**src/rtl/universal_shift_register_if.sv**
```systemverilog
// Bus bundle for the universal shift register: opcode/data inputs driven by the
// controlling side, register contents and sequencer handshake returned by the
// shift register.
interface universal_shift_register_if #(
  parameter int N = 8
);
  localparam int AW = $clog2(N) + 1;

  logic [2:0]    ctrl;
  logic [N-1:0]  data;
  logic          ser_in;
  logic [AW-1:0] amt;
  logic          dir;
  logic [N-1:0]  q_reg;
  logic          ser_out;
  logic          busy;
  logic          done;

  modport master (
    output ctrl, data, ser_in, amt, dir,
    input  q_reg, ser_out, busy, done
  );

  modport slave (
    input  ctrl, data, ser_in, amt, dir,
    output q_reg, ser_out, busy, done
  );
endinterface

```
**src/rtl/universal_shift_register.sv**
```systemverilog
// N-bit universal shift register: parallel load, logical/arithmetic shifts,
// single-step rotates and a multi-cycle rotate sequencer (IDLE/RUN/DONE) with
// busy/done handshake. busy and done are decoded purely from the state register.
module universal_shift_register #(
  parameter int N = 8
) (
  input  logic                        clk,
  input  logic                        reset,
  universal_shift_register_if.slave   bus
);
  localparam int AW = $clog2(N) + 1;

  localparam logic [2:0] OP_HOLD = 3'd0;
  localparam logic [2:0] OP_SHR  = 3'd1;
  localparam logic [2:0] OP_SHL  = 3'd2;
  localparam logic [2:0] OP_LOAD = 3'd3;
  localparam logic [2:0] OP_ROTR = 3'd4;
  localparam logic [2:0] OP_ROTL = 3'd5;
  localparam logic [2:0] OP_ASR  = 3'd6;
  localparam logic [2:0] OP_SEQ  = 3'd7;

  typedef enum logic [1:0] {
    IDLE = 2'd0,
    RUN  = 2'd1,
    DONE = 2'd2
  } state_t;

  state_t        state_q, state_d;
  logic [N-1:0]  q_q, q_d;
  logic          ser_q, ser_d;
  logic [AW-1:0] cnt_q, cnt_d;
  logic          dir_q, dir_d;

  // One-step rotations of the current contents, shared by opcodes 4/5 and RUN.
  logic [N-1:0]  rotr_w, rotl_w;

  genvar gi;
  generate
    for (gi = 0; gi < N; gi = gi + 1) begin : g_rot
      assign rotr_w[gi] = q_q[(gi + 1) % N];
      assign rotl_w[gi] = q_q[(gi + N - 1) % N];
    end
  endgenerate

  // State register; reset aborts any sequence at once without a done pulse.
  always_ff @(posedge clk or posedge reset) begin
    if (reset) begin
      state_q <= IDLE;
      q_q     <= '0;
      ser_q   <= 1'b0;
      cnt_q   <= '0;
      dir_q   <= 1'b0;
    end else begin
      state_q <= state_d;
      q_q     <= q_d;
      ser_q   <= ser_d;
      cnt_q   <= cnt_d;
      dir_q   <= dir_d;
    end
  end

  // Next-state logic: RUN ignores the bus; IDLE and DONE both accept an opcode.
  always_comb begin
    state_d = state_q;
    q_d     = q_q;
    ser_d   = ser_q;
    cnt_d   = cnt_q;
    dir_d   = dir_q;

    if (state_q == RUN) begin
      q_d = dir_q ? rotl_w : rotr_w;
      if (cnt_q != '0) begin
        cnt_d = cnt_q - AW'(1);
      end
      // cnt==0 cannot occur in RUN; treating it as the last step avoids a lock-up.
      if (cnt_q <= AW'(1)) begin
        state_d = DONE;
      end
    end else begin
      state_d = IDLE;
      case (bus.ctrl)
        OP_HOLD: ;
        OP_SHR: begin
          q_d   = {bus.ser_in, q_q[N-1:1]};
          ser_d = q_q[0];
        end
        OP_SHL: begin
          q_d   = {q_q[N-2:0], bus.ser_in};
          ser_d = q_q[N-1];
        end
        OP_LOAD: q_d = bus.data;
        OP_ROTR: q_d = rotr_w;
        OP_ROTL: q_d = rotl_w;
        OP_ASR: begin
          q_d   = {q_q[N-1], q_q[N-1:1]};
          ser_d = q_q[0];
        end
        OP_SEQ: begin
          cnt_d   = bus.amt;
          dir_d   = bus.dir;
          state_d = (bus.amt != '0) ? RUN : DONE;
        end
        default: ;
      endcase
    end
  end

  assign bus.q_reg   = q_q;
  assign bus.ser_out = ser_q;
  assign bus.busy    = (state_q == RUN);
  assign bus.done    = (state_q == DONE);

endmodule

```
**src/flat_wrapper.sv**
```systemverilog
// flat-port wrapper written by rule: the top's interface ports become plain ports
module universal_shift_register_flat 
#(
  parameter int N = 8
)
  (clk, reset, bus_ctrl, bus_data, bus_ser_in, bus_amt, bus_dir, bus_q_reg, bus_ser_out, bus_busy, bus_done);
  universal_shift_register_if #(.N(N)) bus_i ();
  input  logic clk;
  input  logic reset;
  input wire logic [$bits(bus_i.ctrl)-1:0] bus_ctrl;
  input wire logic [$bits(bus_i.data)-1:0] bus_data;
  input wire logic [$bits(bus_i.ser_in)-1:0] bus_ser_in;
  input wire logic [$bits(bus_i.amt)-1:0] bus_amt;
  input wire logic [$bits(bus_i.dir)-1:0] bus_dir;
  output wire logic [$bits(bus_i.q_reg)-1:0] bus_q_reg;
  output wire logic [$bits(bus_i.ser_out)-1:0] bus_ser_out;
  output wire logic [$bits(bus_i.busy)-1:0] bus_busy;
  output wire logic [$bits(bus_i.done)-1:0] bus_done;
  assign bus_i.ctrl = bus_ctrl;
  assign bus_i.data = bus_data;
  assign bus_i.ser_in = bus_ser_in;
  assign bus_i.amt = bus_amt;
  assign bus_i.dir = bus_dir;
  assign bus_q_reg = bus_i.q_reg;
  assign bus_ser_out = bus_i.ser_out;
  assign bus_busy = bus_i.busy;
  assign bus_done = bus_i.done;
  universal_shift_register #(.N(N)) u_core (.clk(clk), .reset(reset), .bus(bus_i));
endmodule
```
**config.mk**
```make
export PLATFORM = sky130hd
export DESIGN_NAME = universal_shift_register_flat
export DESIGN_NICKNAME = d
export VERILOG_FILES = /design/src/rtl/universal_shift_register_if.sv /design/src/rtl/universal_shift_register.sv /design/src/flat_wrapper.sv
export SDC_FILE = /design/constraint.sdc
export NUM_CORES = 1
export LEC_CHECK = 0
export CAP_MARGIN = 20
export CORE_MARGIN = 2
export CORE_UTILIZATION = 35
export CTS_BUF_LIST = sky130_fd_sc_hd__clkbuf_2
export DETAILED_ROUTE_END_ITERATION = 8
export GPL_TIMING_DRIVEN = 0
export PLACE_DENSITY = 0.66
export REMOVE_ABC_BUFFERS = 1
export SETUP_SLACK_MARGIN = 0.3
export SLEW_MARGIN = 20
export SYNTH_ARGS = -nofsm -noshare
export SYNTH_HDL_FRONTEND = slang
export SYNTH_SLANG_ARGS = --single-unit
```
**constraint.sdc**
```tcl
create_clock -name clk -period 2.4 [get_ports clk]
set_input_delay 0.24 -clock clk [delete_from_list [all_inputs] [get_ports clk]]
set_output_delay 0.24 -clock clk [all_outputs]
set_load 0.03 [all_outputs]
```
==> flow_summary.toml, run 1 <==
[run_status]
status = "finished, final reports clean"

[cts]
clk_pin_slew_worst_paths_ns = 0.16
clockBufferDepth = 2
post_cts_resize_count = 4
clock_latency_ns = 0.28
numCtsBuffers = 3
post_cts_buffers = 0
cts_hold_buffers = 0
cts-root-buf = "clkbuf_2"
cts_tree = "built"
htreeDepth = 1
clock_sinks = 16

[grt]
grt_usage = 0.174
grt_pass1_vias = 1280
grt_pass1_wl_um = 5870
grt_max_degree = 27
antenna_found_initial = 0
gr-total-overflow = 0

[run]
maxCapViolations = 0

[logic_synthesis]
syn_area_um2 = 1310
avgSynthCellArea_um2 = 8.19
synth-async-reset-ratio = 1.00
synth_enable_flop_cells = 0
yosys_most_used_dff = "dfrtp_1"
yosys_warnings = 0
ys_seq_area_frac = 0.306
syn_inst = 160
synth_cell_types = 46
synth.ff_latch_count = 16

[routing]
viasPerCell = 5.70
vias = 1306
drt_wl_total_um = 3370
drt_iter0_markers = 72
antenna_left = 0
wl_per_cell_um = 14.7
first_pass_iters = 4
drc = 0

[power]
p_per_area_nw_per_um2 = 1090
ir_drop_uv = 521
finalPower_mw = 1.76
power.leakage_nw = 0.657

[setup_path]
crit_chain = "clkdlybuf4s50_1 > nand3_1 > nor2_2 > mux2_2"
cp_top_family = "buffers and inverters"
end_kind = "flip-flop"
crit_path_start_kind = "input port"
crit_buf_inv = 1
required_ns = 2.59
worst_ep_arrival_time_ns = 2.17
path_max_fanout = 22
cpMaxStageDelayCell = "clkdlybuf4s50_1"
path_class = "in2reg"
slowest_delay_ns = 0.96

[floorplan]
die_area_um2 = 4250
fp.dieW_um = 65.2
die_y_um = 65.2
rows = 22
ioPinCount = 30
core_um2 = 3630
start_util = 0.361

[timing]
period_share = 0.828
timing.slew.headroom = 0.379
hold_violations = 0
tightest_slew_ns = 0.931
fin_crit_ns = 1.99
setup_tns_ns = 0
setup_viol = 0
fmax_mhz = 503
rsz0062_at_grt = "no"
fin_skew_ns = 0.00439
maxSlewViolCount = 0

[final_layout]
drive_gt1_frac = 0.0829
layout_common_cells = "clkdlybuf4s50_1, nand2_1, dfrtp_1"
n_antenna_cell = 0
syn2layout_area_growth_pct = 22.6
final_nets = 204
final_common_cell = "clkdlybuf4s50_1"
largest_register_ffs = 8

[placed_design]
post-dp-hpwl_um = 2460
gp_congestion = 0.856
io_buffers = 29

[hold_path]
hold_path.class = "in2async"
metrics by stage:
step | cells | area, um2 | hold WS, ns | utilization | setup WS, ns
4_1_cts | 229 | 1610 | 0.329 | 0.442 | 0.414
3_5_place_dp | 226 | 1590 | 0.529 | 0.437 | -0.0421
6_report | 229 | 1610 | 0.305 | 0.442 | 0.413
3_3_place_gp | 226 | 1590 | 0.519 | 0.437 | 0.0363
2_1_floorplan | 149 | 1240 | 0.154 | - | 0.731
5_1_grt | 229 | 1610 | 0.364 | 0.442 | 0.316
final cells by class:
type | count | area, um2
Clock buffer | 3 | 15.0
Fill cell | 375 | 2030
Sequential cell | 16 | 400
Multi-Input combinational cell | 123 | 803
Timing Repair Buffer | 29 | 288
Inverter | 10 | 40.0
Tap cell | 48 | 60.1
power by group:
part           total (mW)  switching (mW)  internal, mW
logic                1.01           0.566         0.446
registers           0.624           0.227         0.397
clock network       0.120          0.0854        0.0341
total                1.76           0.878         0.878
cells in the mapped netlist, types with 3 or more instances:
| cell type | n | area [um2] |
|---|---|---|
| o21ai_0 | 8 | 40.0 |
| inv_2 | 3 | 11.3 |
| o21ai_1 | 4 | 20.0 |
| nor2_1 | 11 | 41.3 |
| nand2b_1 | 6 | 37.5 |
| a211oi_1 | 6 | 45.0 |
| buf_4 | 5 | 37.5 |
| dfrtp_1 | 16 | 400 |
| a21oi_1 | 13 | 65.1 |
| nand3_1 | 5 | 25.0 |
| inv_1 | 7 | 26.3 |
| nand2_1 | 17 | 63.8 |
| nor3_1 | 4 | 20.0 |
| o211ai_1 | 3 | 22.5 |
| buf_2 | 3 | 15.0 |
| mux2i_1 | 6 | 60.1 |
worst paths after layout:
check	from	end	slack, ns	cells after the start
hold / removal	reset	u_core.cnt_q[1]	0.31	2
max in group asynchronous	reset	u_core.bus.q_reg[4]	1.69	2
setup reg to reg	u_core.state_q[0]	u_core.dir_q	0.81	4
hold reg to reg	u_core.cnt_q[2]	u_core.cnt_q[2]	0.57	1
min in group clk	bus_data[3]	u_core.bus.q_reg[3]	0.51	3
setup / recovery	bus_ctrl[2]	u_core.dir_q	0.41	4
logic make-up (layout without fill, tap and decap cells):
logic type | Yosys count | after routing | synth area share
AOI/OAI and AO/OA | 55 | 55 | 0.288
DFF | 16 | 16 | 0.306
buffers and inverters | 21 | 42 | 0.0831
muxes | 10 | 10 | 0.0802
adders and majority gates | 2 | 2 | 0.0191
and+or+nand+nor | 56 | 56 | 0.223
per-layer routing:
metal  share of wire  GRT usage  wire [um]  up-vias
met3           0.049     0.0171        164        2
met4          0.0036     0.0443         12        0
met2            0.49      0.301       1650       42
li1                -          -          -      636
met1            0.46      0.231       1550      626
met5               0          0          0        -
(Power assumes the default switching activity.)
==> run 2: changes to the inputs <==
- PLACE_DENSITY: 0.66 -> 0.68
- clock period: 2.4 -> 1.79 ns (I/O delays scaled with it)
==> run 2 against run 1 <==
Effect of this change:
- register-to-register slack lost 0.42 ns
- clock skew grew 0.012 ns
- flip-flop and latch count is the same
- hold slack lost 0.098 ns
- sequential power grew 35%
- clock power grew 53%
- worst setup slack lost 0.11 ns
- combinational power grew 35%
- global-route usage shrank 0.16 points
- non-clock buffer count grew 3
- largest power group unchanged
==> flow_summary.toml, run 2 (synthesis gave the netlist of run 1 again) <==
[placed_design]
placed_cells = 226
io_buffers = 29
post-dp-hpwl_um = 2300
gp_congestion = 0.807

[final_layout]
final_common_cell = "nand2_1"
regArea_um2 = 404
fin_cells = 233
final_nets = 207
multiInputGateArea_um2 = 812
n_antenna_cell = 0
layout_common_cells = "nand2_1, clkdlybuf4s50_1, dfrtp_1"
largest_register_ffs = 8
drive_gt1_frac = 0.157
syn2layout_area_growth_pct = 24.8
fill_cells = 369

[setup_path]
cp_top_family = "buffers and inverters"
crit_buf_inv = 2
slowest_delay_ns = 0.40
cpMaxStageDelayCell = "dfrtp_1"
path_max_fanout = 18
required_ns = 1.61
end_kind = "output pin"
crit_path_start_kind = "flip-flop"
path_class = "reg2out"
crit_chain = "nand2b_4 > clkinv_8 > clkdlybuf4s15_2"
worst_ep_arrival_time_ns = 1.30

[cts]
clock_sinks = 16
clk_pin_slew_worst_paths_ns = 0.18
clockBufferDepth = 2
clock_latency_ns = 0.33
htreeDepth = 1
numCtsBuffers = 3
cts-root-buf = "clkbuf_2"
cts_tree = "built"

[run]
maxCapViolations = 0

[grt]
gr-total-overflow = 0
grt_usage = 0.172
grt_pass1_wl_um = 5680
antenna_found_initial = 0
grt_pass1_vias = 1214
grt_max_degree = 27

[floorplan]
die_y_um = 65.2
fp.dieW_um = 65.2
die_area_um2 = 4250
rows = 22
ioPinCount = 30
start_util = 0.361
core_um2 = 3630

[routing]
drt_wl_total_um = 3310
drt_iter0_markers = 99
antenna_left = 0
first_pass_iters = 4
viasPerCell = 5.60
wl_per_cell_um = 14.2
drc = 0
vias = 1305

[timing]
maxSlewViolCount = 0
period_share = 0.828
fin_skew_ns = 0.0160
fin_crit_ns = 1.48
timing.slew.headroom = 0.571
setup_viol = 0
tightest_slew_ns = 0.643
rsz0062_at_grt = "yes"
setup_tns_ns = 0
fmax_mhz = 675
hold_violations = 0

[power]
ir_drop_uv = 441
power.leakage_nw = 0.681
p_per_area_nw_per_um2 = 1460

[run_status]
status = "finished, final reports clean"

[hold_path]
hold_path.class = "in2async"
==> run 2: where the power goes <==
group / switching [mW] / internal (mW)
clock network: 0.135 / 0.0485
logic: 0.780 / 0.579
registers: 0.305 / 0.539
==> run 2: cell type report <==
class	count	share of cell area
sequential	16	0.247
inverter	10	0.0306
clock buffer	3	0.00918
timing repair buffer	32	0.178
multi-input combinational	123	0.497
clock inverter	1	0.00230
tap	48	0.0367
==> run 2: layer usage <==
metal  global-route usage  share of wire
met5                    0              0
met4               0.0781          0.021
met3               0.0205          0.051
met2                0.295           0.47
met1                0.216           0.46
==> run 2: worst paths after layout <==
kind	start	to	slack, ns	cells after the start
min	reset	u_core.bus.q_reg[1]	0.21	2
max in group asynchronous	reset	u_core.bus.q_reg[2]	1.12	2
min in group clk	bus_data[3]	u_core.bus.q_reg[3]	0.38	3
max reg2reg	u_core.dir_q	u_core.bus.q_reg[2]	0.39	3
max	u_core.state_q[1]	bus_busy	0.31	3
min reg2reg	u_core.bus.ser_out	u_core.bus.ser_out	0.55	2
==> run 2: stage by stage <==
step,instance area (um2),setup slack [ns],power [mW],utilization,hold WS [ns]
floorplan,1240,0.121,1.69,-,0.0927
global placement,1590,-0.588,2.19,0.437,0.513
detailed placement,1590,-0.557,2.19,0.437,0.523
CTS,1610,0.132,2.32,0.444,0.234
global route,1640,0.228,2.59,0.450,0.249
finish,1640,0.307,2.39,0.450,0.207
==> run 2: repair_timing <==
item	4_1_cts	5_1_grt
resized for setup	26	14
endpoints found under the setup margin	27	11
hold buffers	0	0
cloned	0	0
setup buffers	0	3
hold endpoints to repair	0	0
==> run 3: changes to the inputs <==
- PLACE_DENSITY: 0.68 -> 0.66
- clock period: 1.79 -> 1.43 ns (I/O delays scaled with it)
==> run 3 against run 2 <==
Effect of this change:
- clock skew shrank 0.014 ns
- first-iteration DRC count shrank 20%
- core utilization grew 8.2 points
- sequential power grew 16%
- non-clock buffer count grew 22
- via count grew 10%
- die area is the same
- global-route usage grew 2.3 points
- clock-buffer cell count is the same
- cell area grew 18%
- critical path depth grew 1
==> flow_summary.toml, run 3 (synthesis gave the netlist of run 1 again) <==
[routing]
drc = 0
first_pass_iters = 4
viasPerCell = 5.65
antenna_left = 0
drt_wl_total_um = 3900
wl_per_cell_um = 15.4
vias = 1435
drt_iter0_markers = 79

[grt]
grt_usage = 0.195
antenna_found_initial = 0
grt_pass1_vias = 1441
grt_max_degree = 27
grt_pass1_wl_um = 6600
gr-total-overflow = 0

[placed_design]
io_buffers = 29
gp_congestion = 0.856
post-dp-hpwl_um = 2460
placed_cells = 226
dpl-instance-area_um2 = 1590

[floorplan]
core_um2 = 3630
ioPinCount = 30
die_y_um = 65.2
fp.dieW_um = 65.2
die_area_um2 = 4250
start_util = 0.361
rows = 22

[setup_path]
reg2reg_to = "u_core.bus.q_reg[7]"
worst_ep_arrival_time_ns = 1.46
path_max_fanout = 5
path_class = "reg2reg"
crit_path_start_kind = "flip-flop"
end_kind = "flip-flop"
r2r-start = "u_core.bus.q_reg[6]"
rr_worst_depth = 4
required_ns = 1.61
rrSetupSlack_ns = 0.15

[cts]
clock_sinks = 16
numCtsBuffers = 3
cts_hold_buffers = 0
clock_latency_ns = 0.28
clk_pin_slew_worst_paths_ns = 0.15
htreeDepth = 1
cts_tree = "built"
cts-root-buf = "clkbuf_2"
clockBufferDepth = 2

[final_layout]
n_antenna_cell = 0
final_common_cell = "buf_4"
largest_register_ffs = 8
syn2layout_area_growth_pct = 47.6
fin_cells = 254
drive_gt1_frac = 0.437
layout_common_cells = "buf_4, nand2_1, clkdlybuf4s50_1"
postLayoutCoreUtil = 0.532
design_area_um2 = 1930
final_nets = 229

[timing]
setup_viol = 0
timing.slew.headroom = 0.577
rsz0062_at_grt = "yes"
period_share = 0.895
setup_tns_ns = 0
tightest_slew_ns = 0.633
hold_violations = 0
fin_skew_ns = 0.00215
maxSlewViolCount = 0
fmax_mhz = 781
fin_crit_ns = 1.28

[power]
finalPower_mw = 3.86
p_per_area_nw_per_um2 = 2000
ir_drop_uv = 1090
power.leakage_nw = 0.815

[run]
maxCapViolations = 0

[run_status]
status = "finished, final reports clean"

[hold_path]
hold_path.class = "in2async"
==> run 3: cell count changes in the layout (fill, tap and decap cells not counted), sizes merged <==
| cell | change |
|---|---|
| clkdlybuf4s15 | -5 |
| clkbuf | -4 |
| clkinv | -2 |
| inv | +1 |
| buf | +36 |
| dlygate4sd2 | -5 |
==> run 3: critical path, cell delays in order (launching register included) <==
cell      delay [ns]
dfrtp_1         0.46
buf_4           0.16
o221ai_2        0.19
a211oi_2        0.09
a311o_1         0.28
==> run 3: power breakdown <==
group	switching, mW	internal [mW]
clock network	0.139	0.0573
logic	1.40	1.28
registers	0.289	0.694
==> run 3: through the flow <==
step	worst slack (ns)	hold slack (ns)
after floorplan	-0.239	0.0567
after global placement	-0.837	0.519
after detailed placement	-0.915	0.529
after CTS	0.133	0.231
after global routing	0.101	0.273
final	0.149	0.220
==> run 3: worst max-delay path by stage <==
stage | start | end | slack (ns) | cells after the start
final | u_core.bus.q_reg[6] | u_core.bus.q_reg[7] | 0.15 | 4
after global routing | u_core.bus.q_reg[6] | u_core.bus.q_reg[5] | 0.10 | 4
after CTS | u_core.state_q[1] | bus_busy | 0.13 | 3
after detailed placement | bus_ctrl[0] | u_core.dir_q | -0.92 | 4
after global placement | bus_ctrl[0] | u_core.dir_q | -0.84 | 4
after floorplan | u_core.state_q[0] | u_core.dir_q | -0.24 | 4
==> run 3: final cells by class <==
type	count	area, um2
inverters	10	45.0
fillers	357	1700
repair buffers	54	447
clock buffers	3	15.0
flip-flops and latches	16	412
well taps	48	60.1
multi-input cells	123	955
==> run 3: metal layers <==
metal,track usage,part of all wire,vias to the layer above
met4,0.0625,0.0026,0
met2,0.323,0.51,36
li1,-,-,688
met5,0,0,-
met1,0.263,0.44,709
met3,0.0274,0.050,2
==> run 3: repair_timing <==
item                                    in CTS  in global routing
cloned                                       0                  0
endpoints found under the setup margin      27                 21
pin swaps                                   11                  5
gates resized for setup                    109                 24
setup buffers                               22                  3
